==> src/rtl/ivector_rr_sched_if.sv <==
// ----------------------------------------------------------------------------
// ivector_rr_sched_if
//   Bundles the FIFO-bank side and the heard-indication side of the
//   indication-vector output scheduler.
//
//   Handshakes:
//     req side  : req_deq_rdy[i] means FIFO i is non-empty and its head sits in
//                 req_first slice i.  req_deq_ena[i] pops FIFO i in that cycle.
//                 ENA is only ever raised on a bit whose RDY is high.
//     out side  : out_heard_ena is valid and out_heard_rdy is ready.  A beat
//                 transfers on a clock edge where both are high.  While valid is
//                 high and ready is low, meth and v are held stable.
//
//   Modports:
//     master : the scheduler
//     slave  : the environment (FIFO bank plus downstream consumer)
// ----------------------------------------------------------------------------
interface ivector_rr_sched_if #(
    parameter int NUM_REQ    = 10,
    parameter int DATA_WIDTH = 32,
    parameter int METH_WIDTH = 32
);
    logic [NUM_REQ-1:0]            req_deq_rdy;
    logic [NUM_REQ*DATA_WIDTH-1:0] req_first;
    logic [NUM_REQ-1:0]            req_deq_ena;
    logic                          out_heard_ena;
    logic [METH_WIDTH-1:0]         out_heard_meth;
    logic [DATA_WIDTH-1:0]         out_heard_v;
    logic                          out_heard_rdy;

    modport master (
        input  req_deq_rdy, req_first, out_heard_rdy,
        output req_deq_ena, out_heard_ena, out_heard_meth, out_heard_v
    );

    modport slave (
        output req_deq_rdy, req_first, out_heard_rdy,
        input  req_deq_ena, out_heard_ena, out_heard_meth, out_heard_v
    );
endinterface

==> src/rtl/ivector_rr_sched.sv <==
// ----------------------------------------------------------------------------
// ivector_rr_sched
//   Round-robin output scheduler for the per-method FIFO bank of the indication
//   vector.  One FIFO is granted per accepted beat; the granted head is popped
//   and registered together with its index into a single output stage.
//
//   Ports:
//     CLK          clock, all state on posedge
//     RST          synchronous active-high reset
//     bus          ivector_rr_sched_if.master (FIFO bank + heard output)
//     o_dbg_state  current output-stage state (0 = EMPTY, 1 = FULL)
//
//   Optional feature macro: IVECTOR_SCHED_BURST_EN
//     When defined, the last granted requester may be re-granted up to
//     MAX_BURST consecutive beats before round-robin moves on.
// ----------------------------------------------------------------------------
module ivector_rr_sched #(
    parameter int NUM_REQ    = 10,
    parameter int DATA_WIDTH = 32,
    parameter int METH_WIDTH = 32,
    parameter int MAX_BURST  = 4
) (
    input  logic                  CLK,
    input  logic                  RST,
    ivector_rr_sched_if.master    bus,
    output logic                  o_dbg_state
);
    localparam int PTR_W = (NUM_REQ > 1) ? $clog2(NUM_REQ) : 1;

    typedef enum logic {
        ST_EMPTY = 1'b0,
        ST_FULL  = 1'b1
    } state_t;

    state_t                r_state;
    logic [METH_WIDTH-1:0] r_meth;
    logic [DATA_WIDTH-1:0] r_v;
    logic [PTR_W-1:0]      r_ptr;

    logic                  w_valid;
    logic                  w_xfer;
    logic                  w_load_ok;
    logic                  w_any;
    logic                  w_load;
    logic [PTR_W:0]        w_sum;
    logic                  w_rr_found;
    logic [PTR_W-1:0]      w_rr;
    logic [PTR_W-1:0]      w_grant;
    logic [PTR_W-1:0]      w_ptr_next;
    logic [NUM_REQ-1:0]    w_deq;
    logic [DATA_WIDTH-1:0] w_slot [NUM_REQ];

    for (genvar gi = 0; gi < NUM_REQ; gi++) begin : g_slot
        assign w_slot[gi] = bus.req_first[gi*DATA_WIDTH +: DATA_WIDTH];
    end

    assign w_valid   = (r_state == ST_FULL);
    assign w_xfer    = w_valid & bus.out_heard_rdy;
    assign w_load_ok = ~w_valid | w_xfer;
    assign w_any     = |bus.req_deq_rdy;
    // Never pop during reset: the beat could not be registered.
    assign w_load    = w_load_ok & w_any & ~RST;

    // Rotating scan starting at r_ptr; the sum is one bit wider so the
    // wrap back below NUM_REQ is a single conditional subtract.
    always_comb begin
        w_sum      = '0;
        w_rr_found = 1'b0;
        w_rr       = '0;
        for (int k = 0; k < NUM_REQ; k++) begin
            w_sum = {1'b0, r_ptr} + (PTR_W+1)'(k);
            if (w_sum >= (PTR_W+1)'(NUM_REQ)) begin
                w_sum = w_sum - (PTR_W+1)'(NUM_REQ);
            end
            if (!w_rr_found && bus.req_deq_rdy[w_sum[PTR_W-1:0]]) begin
                w_rr_found = 1'b1;
                w_rr       = w_sum[PTR_W-1:0];
            end
        end
    end

`ifdef IVECTOR_SCHED_BURST_EN
    localparam int BC_W = (MAX_BURST > 1) ? $clog2(MAX_BURST) : 1;

    logic [BC_W-1:0]  r_burst_cnt;
    logic [PTR_W-1:0] w_last;
    logic             w_burst;

    // r_meth always holds a valid index (< NUM_REQ), so its low bits
    // address the requester granted by the previous load.
    assign w_last  = r_meth[PTR_W-1:0];
    assign w_burst = bus.req_deq_rdy[w_last] && (int'(r_burst_cnt) < MAX_BURST - 1);
    assign w_grant = w_burst ? w_last : w_rr;
`else
    assign w_grant = w_rr;
`endif

    assign w_ptr_next = (w_grant == PTR_W'(NUM_REQ - 1)) ? '0 : w_grant + 1'b1;

    always_comb begin
        w_deq = '0;
        if (w_load) begin
            w_deq[w_grant] = 1'b1;
        end
    end

    always_ff @(posedge CLK) begin
        if (RST) begin
            r_state <= ST_EMPTY;
            r_meth  <= '0;
            r_v     <= '0;
            r_ptr   <= '0;
`ifdef IVECTOR_SCHED_BURST_EN
            r_burst_cnt <= '0;
`endif
        end else begin
            case (r_state)
                ST_EMPTY, ST_FULL: begin
                    if (w_load) begin
                        // Covers both fill-from-empty and replace-on-transfer.
                        r_state <= ST_FULL;
                        r_meth  <= METH_WIDTH'(w_grant);
                        r_v     <= w_slot[w_grant];
`ifdef IVECTOR_SCHED_BURST_EN
                        if (w_burst) begin
                            r_burst_cnt <= r_burst_cnt + 1'b1;
                        end else begin
                            r_burst_cnt <= '0;
                            r_ptr       <= w_ptr_next;
                        end
`else
                        r_ptr   <= w_ptr_next;
`endif
                    end else if (w_xfer) begin
                        r_state <= ST_EMPTY;
`ifdef IVECTOR_SCHED_BURST_EN
                        r_burst_cnt <= '0;
`endif
                    end
                end
                default: r_state <= ST_EMPTY;
            endcase
        end
    end

    assign bus.req_deq_ena    = w_deq;
    assign bus.out_heard_ena  = w_valid;
    assign bus.out_heard_meth = r_meth;
    assign bus.out_heard_v    = r_v;
    assign o_dbg_state        = r_state;
endmodule

==> src/flat_wrapper.sv <==
// flat-port wrapper written by rule: the top's interface ports become plain ports
module ivector_rr_sched_flat 
#(
    parameter int NUM_REQ    = 10,
    parameter int DATA_WIDTH = 32,
    parameter int METH_WIDTH = 32,
    parameter int MAX_BURST  = 4
)
  (CLK, RST, o_dbg_state, bus_req_deq_rdy, bus_req_first, bus_out_heard_rdy, bus_req_deq_ena, bus_out_heard_ena, bus_out_heard_meth, bus_out_heard_v);
  ivector_rr_sched_if #(.NUM_REQ(NUM_REQ), .DATA_WIDTH(DATA_WIDTH), .METH_WIDTH(METH_WIDTH)) bus_i ();
  input  logic CLK;
  input  logic RST;
  output logic o_dbg_state;
  input wire logic [$bits(bus_i.req_deq_rdy)-1:0] bus_req_deq_rdy;
  input wire logic [$bits(bus_i.req_first)-1:0] bus_req_first;
  input wire logic [$bits(bus_i.out_heard_rdy)-1:0] bus_out_heard_rdy;
  output wire logic [$bits(bus_i.req_deq_ena)-1:0] bus_req_deq_ena;
  output wire logic [$bits(bus_i.out_heard_ena)-1:0] bus_out_heard_ena;
  output wire logic [$bits(bus_i.out_heard_meth)-1:0] bus_out_heard_meth;
  output wire logic [$bits(bus_i.out_heard_v)-1:0] bus_out_heard_v;
  assign bus_i.req_deq_rdy = bus_req_deq_rdy;
  assign bus_i.req_first = bus_req_first;
  assign bus_i.out_heard_rdy = bus_out_heard_rdy;
  assign bus_req_deq_ena = bus_i.req_deq_ena;
  assign bus_out_heard_ena = bus_i.out_heard_ena;
  assign bus_out_heard_meth = bus_i.out_heard_meth;
  assign bus_out_heard_v = bus_i.out_heard_v;
  ivector_rr_sched #(.NUM_REQ(NUM_REQ), .DATA_WIDTH(DATA_WIDTH), .METH_WIDTH(METH_WIDTH), .MAX_BURST(MAX_BURST)) u_core (.CLK(CLK), .RST(RST), .bus(bus_i), .o_dbg_state(o_dbg_state));
endmodule
==> config.mk <==
export PLATFORM = sky130hd
export DESIGN_NAME = ivector_rr_sched_flat
export DESIGN_NICKNAME = d
export VERILOG_FILES = /design/src/rtl/ivector_rr_sched_if.sv /design/src/rtl/ivector_rr_sched.sv /design/src/flat_wrapper.sv
export SDC_FILE = /design/constraint.sdc
export NUM_CORES = 1
export LEC_CHECK = 0
export ABC_CLOCK_PERIOD_IN_PS = 6300
export CAP_MARGIN = 20
export CORE_AREA = 2 2 159 161
export CTS_BUF_LIST = sky130_fd_sc_hd__clkbuf_16
export CTS_CLUSTER_SIZE = 20
export DETAILED_ROUTE_END_ITERATION = 10
export DIE_AREA = 0 0 161 163
export PLACE_DENSITY = 0.67
export SLEW_MARGIN = 40
export SYNTH_ARGS = -nofsm -noshare
export SYNTH_HDL_FRONTEND = slang
export SYNTH_SLANG_ARGS = --single-unit
==> constraint.sdc <==
create_clock -name CLK -period 6.3 [get_ports CLK]
set_input_delay 0.63 -clock CLK [delete_from_list [all_inputs] [get_ports CLK]]
set_output_delay 0.63 -clock CLK [all_outputs]
set_load 0.02 [all_outputs]
; ---- Word level (Yosys, flattened, before mapping)
; Cells that the tools add are included.
[word_totals]
regBits = 41
inputBits = 333
out_inout_bits = 76
elab_cells = 134
[classes]
addsub = 20
magnitude_cmp = 23
n_eq_ne = 1
n_mux = 58
bitwise_logic = 7
reduce_logical = 21
[ops]
columns = operator, count
row1 = 32-bit binary-select mux with 4-bit select, 1
row2 = 4-bit 2-to-1 mux, 21
row3 = 32-bit 2-to-1 mux, 2
row4 = "4-bit by 5-bit < comparator with 1-bit output, second input constant", 11
row5 = "5-bit by 4-bit >= comparator with 1-bit output, second input constant", 9
row6 = 1-bit binary-select mux with 4-bit select, 10
row7 = "4-bit subtractor, second input constant", 10
row8 = 1-bit 2-to-1 mux, 22
row9 = "4-bit by 3-bit adder with 5-bit output, second input constant", 4
row10 = "4-bit by 2-bit adder with 5-bit output, second input constant", 2
row11 = "4-bit by 4-bit adder with 5-bit output, second input constant", 2
row12 = 1-bit logical AND, 10
row13 = 10-bit 2-to-1 mux, 1
row14 = 10-bit OR reduction, 1
row15 = 1-bit zero test, 9
row16 = "4-bit by 1-bit adder with 5-bit output, second input constant", 1
row17 = "5-bit >= comparator, second input constant", 1
row18 = 4-bit inverter with 5-bit output, 1
row19 = "4-bit by 1-bit adder with 4-bit output, second input constant", 1
row20 = 1-bit demux with 4-bit select, 1
row21 = "4-bit equality test, second input constant", 1
row22 = "4-bit by 1-bit >= comparator with 1-bit output, second input constant", 1
row23 = "4-bit >= comparator, second input constant", 1
row24 = 1-bit AND, 3
row25 = other kinds (3), 4

; ---- Longest topological paths before layout
[logic_depth]
ltp_word = 37
mapped_depth = 26

; ---- Worst setup path before layout
; Ideal clock, no wire load.
[synth_timing]
path_kind = reg-to-output
from = reg u_core.r_ptr[1]
to = out bus_req_deq_ena[2]
arrival_ns = 5.062
slack_ns = 0.608
stages_incl_launch_ff = 22
cell_sequence = dfxtp_1 buf_2 clkinv_1 ha_1 inv_1 clkbuf_1 ha_1 clkbuf_1 inv_1 a211oi_2 a2111oi_0 o211ai_1 nand3_2 or2_0 buf_2 nor3_2 a211oi_1 o21ai_4 and2b_4 nand2b_4 buf_4 nor3_1
[synth_via]
elab_chain_cells = 37
word_cells_on_any_way = 102
cone_classes = 19 x add/sub / 12 x order compare / 52 x mux / 19 x reduce/logical
[synth_lines]
columns = element, line
row1 = start: declaration, ivector_rr_sched.sv:38  ; logic [PTR_W-1:0] r_ptr;
row2 = start signal: assignment, ivector_rr_sched.sv:132  ; r_ptr <= w_ptr_next;
row3 = "parallel branches: the longest is 31 deep, another holds 4-bit by 1-bit adder with 5-bit output", --
row4 = 4-bit 2-to-1 mux *, ivector_rr_sched.sv:75  ; if (!w_rr_found && bus.req_deq_rdy[w_sum[PTR_W-1:0]]) begin
row5 = 4-bit by 5-bit < comparator with 1-bit output (not written as such) or 4-bit by 1-bit >= comparator with 1-bit output (tied branches), ivector_rr_sched.sv:103  ; w_deq[w_grant] = 1'b1;
row6 = 1-bit logical AND (not written as such), ivector_rr_sched.sv:103
row7 = 1-bit 2-to-1 mux (not written as such), ivector_rr_sched.sv:103
row8 = 1-bit demux with 4-bit select *, --
row9 = 10-bit 2-to-1 mux *, ivector_rr_sched.sv:102  ; if (w_load) begin
row10 = end: declaration, flat_wrapper.sv:17  ; output wire logic [$bits(bus_i.req_deq_ena)-1:0] bus_req_deq_ena;
; Every way passes the cells marked *. The select of a mux whose other input is x is not followed.

; ---- Final worst setup path
[layout_timing]
from = reg u_core.r_ptr[3]
to = out bus_req_deq_ena[4]
; The elaborated chain is that of the path after synthesis.

==> results_dict.tcl <==
set metrics [dict create \
    grt_pass1_vias 8730 \
    drtAntennaViolNets 0 \
    synthFlopType "dfxtp_1" \
    grt_max_degree 43 \
    cts_root_buffer "clkbuf_16" \
    path_cells "clkinv_1, buf_4, ha_1, nand4bb_1, and3_1, a21oi_1, o31ai_1, o32a_1, o41ai_1, a211o_1, o21ai_4, buf_4, nor2_1, o21ai_0, nor2b_1, clkdlybuf4s50_1" \
    wire_per_inst_um 22.7 \
    grtUsageTotal_pct 26.6 \
    clock_path_buffers 2 \
    period_minus_slack_ns 6.01 \
    die_area_sq_mm 0.0262 \
    relSlewSlack_pct 41.1 \
    postSynthAreaPerCell_sq_um 8.34 \
    insertion_delay_ns 0.30 \
    cpMaxStageDelayCell "dfxtp_1" \
    cts_tree "yes" \
    start_kind "flip-flop" \
    r2r_cells 16 \
    critPathKind "reg -> out" \
    max_stage_delay_ns 0.68 \
    place_hpwl_um 30000 \
    chipHeight_um 163 \
    die_w_um 161 \
    r2r-end "u_core.bus.out_heard_v[16]" \
    timing.max_cap.violations 0 \
    final_nets 1642 \
    port_buffers 380 \
    synthCells 938 \
    hp-start "u_core.bus.out_heard_meth[0]" \
    max_freq_mhz 166 \
    hold_buffers 0 \
    rsz0062_at_grt "false" \
    drive_gt1_share_pct 11.5 \
    clkTransAtPathRegs_ns 0.07 \
    yosysTopAreaCell "mux2i_1" \
    synth-edff-count 0 \
    syn_area_sq_mm 0.00782 \
    ys_warn_count 0 \
    arrival_ns 5.38 \
    numClockSinks 41 \
    initialDrtViolationCount 794 \
    hold_viol 0 \
    skew_ns 0.00934 \
    r2r_slack_ns 0.68 \
    status "completed" \
    hold_depth 2 \
    initial_core_util_pct 31.7 \
    min_to "u_core.bus.out_heard_meth[0]" \
    num_rows 58 \
    layout_common_cells "clkdlybuf4s50_1 (379), mux2i_1 (147), nor2_1 (74)" \
    yosysUniqueCellTypes 108 \
    yosys.area.top_type_share_pct 18.8 \
    worstSetupEndpointType "output pin" \
    synth.area.top_cells "mux2i_1 (19%), dfxtp_1 (10%), buf_4 (4.4%), o32a_1 (4.4%), ha_1 (3.7%)" \
    period_share_pct 95.5 \
    num_io_pins 409 \
    core_sq_mm 0.0247 \
    gr-total-overflow 0 \
    vias 9040 \
    via_per_inst 5.57 \
    cp-startpoint "u_core.r_ptr[3]" \
    cpLargestDelayFamily "compound AO/OA/AOI/OAI gates" \
    hold_path.class "reg -> reg" \
    layout_commonest_cell "clkdlybuf4s50_1" \
    path_max_fanout 12 \
    synth-seq-cells 41 \
    tightest_slew_ns 0.859 \
    n_fill_cell 2502 \
    critPathMostFrequentCell "buf_4" \
    synthArstFlopShare_pct 0 \
    grt_pass1_wl_um 53200 \
    gp_congestion 0.950 \
    drv_slew 0 \
    synth_seq_area_share_pct 10.5 \
    critPathBufInv 4 \
    wirelength_um 36800 \
    setup_tns_ns 0 \
    drc 0 \
    first_pass_iters 5 \
    antenna_found_initial 11 \
    cts_buffers 5 \
    syn_to_final_growth_pct 52.4 \
    cp.required_ns 5.67 \
    rr_startpoint "u_core.r_ptr[3]" \
    cts_max_level 2 \
    finalSetupViolations 0 \
]
[flip-flops by register name, summed over array words and instances, names as in the netlist]
name and count:
u_core.bus.out_heard_meth 4, u_core.r_ptr 4, u_core.bus.out_heard_v 32, u_core.bus.out_heard_ena 1
[worst max-delay path by stage]
stage	end	slack, ns	depth (start not counted)
after floorplan	bus_req_deq_ena[2]	0.61	21
after global placement	bus_req_deq_ena[2]	0.67	17
after detailed placement	bus_req_deq_ena[2]	0.61	18
after CTS	bus_req_deq_ena[2]	0.24	18
after global routing	bus_req_deq_ena[4]	0.000002	16
final	bus_req_deq_ena[4]	0.29	16
[cells by family (layout without fill, tap and decap cells)]
logic type | after synthesis | count (layout) | share of synthesized area, %
AO/OA/AOI/OAI | 298 | 298 | 30.5
AND/OR/NAND/NOR | 262 | 262 | 18.8
buffers and inverters | 120 | 441 | 9.49
multiplexers | 180 | 180 | 25.0
other | 1 | 35 | 0.0479
XOR/XNOR | 12 | 12 | 1.78
adder cells (fa/ha/maj) | 24 | 24 | 3.93
flip-flops | 41 | 41 | 10.5
[worst reg2reg max path, cell delays in order, from the launching register on]
cell and delay [ns]:
dfxtp_1 0.68, clkinv_1 0.19, buf_4 0.23, ha_1 0.46, nand4bb_1 0.20, o311a_1 0.38, nor4_1 0.54, o32ai_4 0.23
o31a_1 0.29, o31ai_1 0.28, a31oi_2 0.14, nor2_4 0.26, buf_4 0.64, mux2i_1 0.36, buf_4 0.18, o22ai_1 0.11
o32a_1 0.36
[area by class of cell]
class | count | area (sq um) | area share [%]
clock inverters | 3 | 17.5 | 0.147
clock buffers | 5 | 125 | 1.05
diodes | 7 | 17.5 | 0.147
well taps | 330 | 413 | 3.46
repair buffers | 413 | 4050 | 34.0
flip-flops and latches | 41 | 821 | 6.89
inverters | 20 | 75.1 | 0.630
multi-input cells | 804 | 6400 | 53.7
[synth_stat cells, types with 4 or more instances]
cell and n:
dfxtp_1 41, nor2b_1 44, nor4_1 5, and3_1 7
a21oi_1 38, nand4_1 4, nand2b_1 9, a21o_1 7
o2111ai_1 4, ha_1 23, o21ai_1 12, mux2_2 10
buf_2 23, a211oi_1 15, a22oi_2 18, nand3_1 14
a211o_1 7, clkbuf_1 19, o211ai_1 10, nor3_1 18
nand2_1 32, o32a_1 34, and2_1 7, o211a_1 5
o21ai_0 37, nand3b_1 5, xnor2_1 8, mux2i_1 147
nor3_2 4, o22ai_1 35, buf_6 5, or3_1 4
mux4_2 4, or2_2 4, o221ai_1 14, inv_1 16
mux2_4 19, nor2_1 74, buf_4 46
[through the flow]
step	cell area (sq um)	std cells	setup slack (ns)	utilization, %	hold slack (ns)
2_1_floorplan	7920	965	0.608	-	0.535
3_3_place_gp	11700	1607	0.668	47.5	0.443
3_5_place_dp	11700	1607	0.607	47.5	0.450
4_1_cts	11900	1615	0.243	48.1	0.458
5_1_grt	11900	1621	0.00000222	48.3	0.498
6_report	11900	1623	0.285	48.3	0.461
[routing by layer]
metal  vias up  global-route usage, %  share of wire [%]
met3        60                   7.89                9.2
met5         -                      0               0.10
met4         6                   7.47                2.7
li1       4263                      -                  -
met2       411                   43.8                 47
met1      4300                   33.8                 41
[timing repair]
action	in CTS	in global routing
buffers inserted	0	1
setup endpoints to repair	0	7
resized for setup	0	4
hold endpoints to repair	0	0
Power is left out: the tool's default activity adds up to more than one toggle a clock period on the data nets, which glitch-free logic cannot reach.
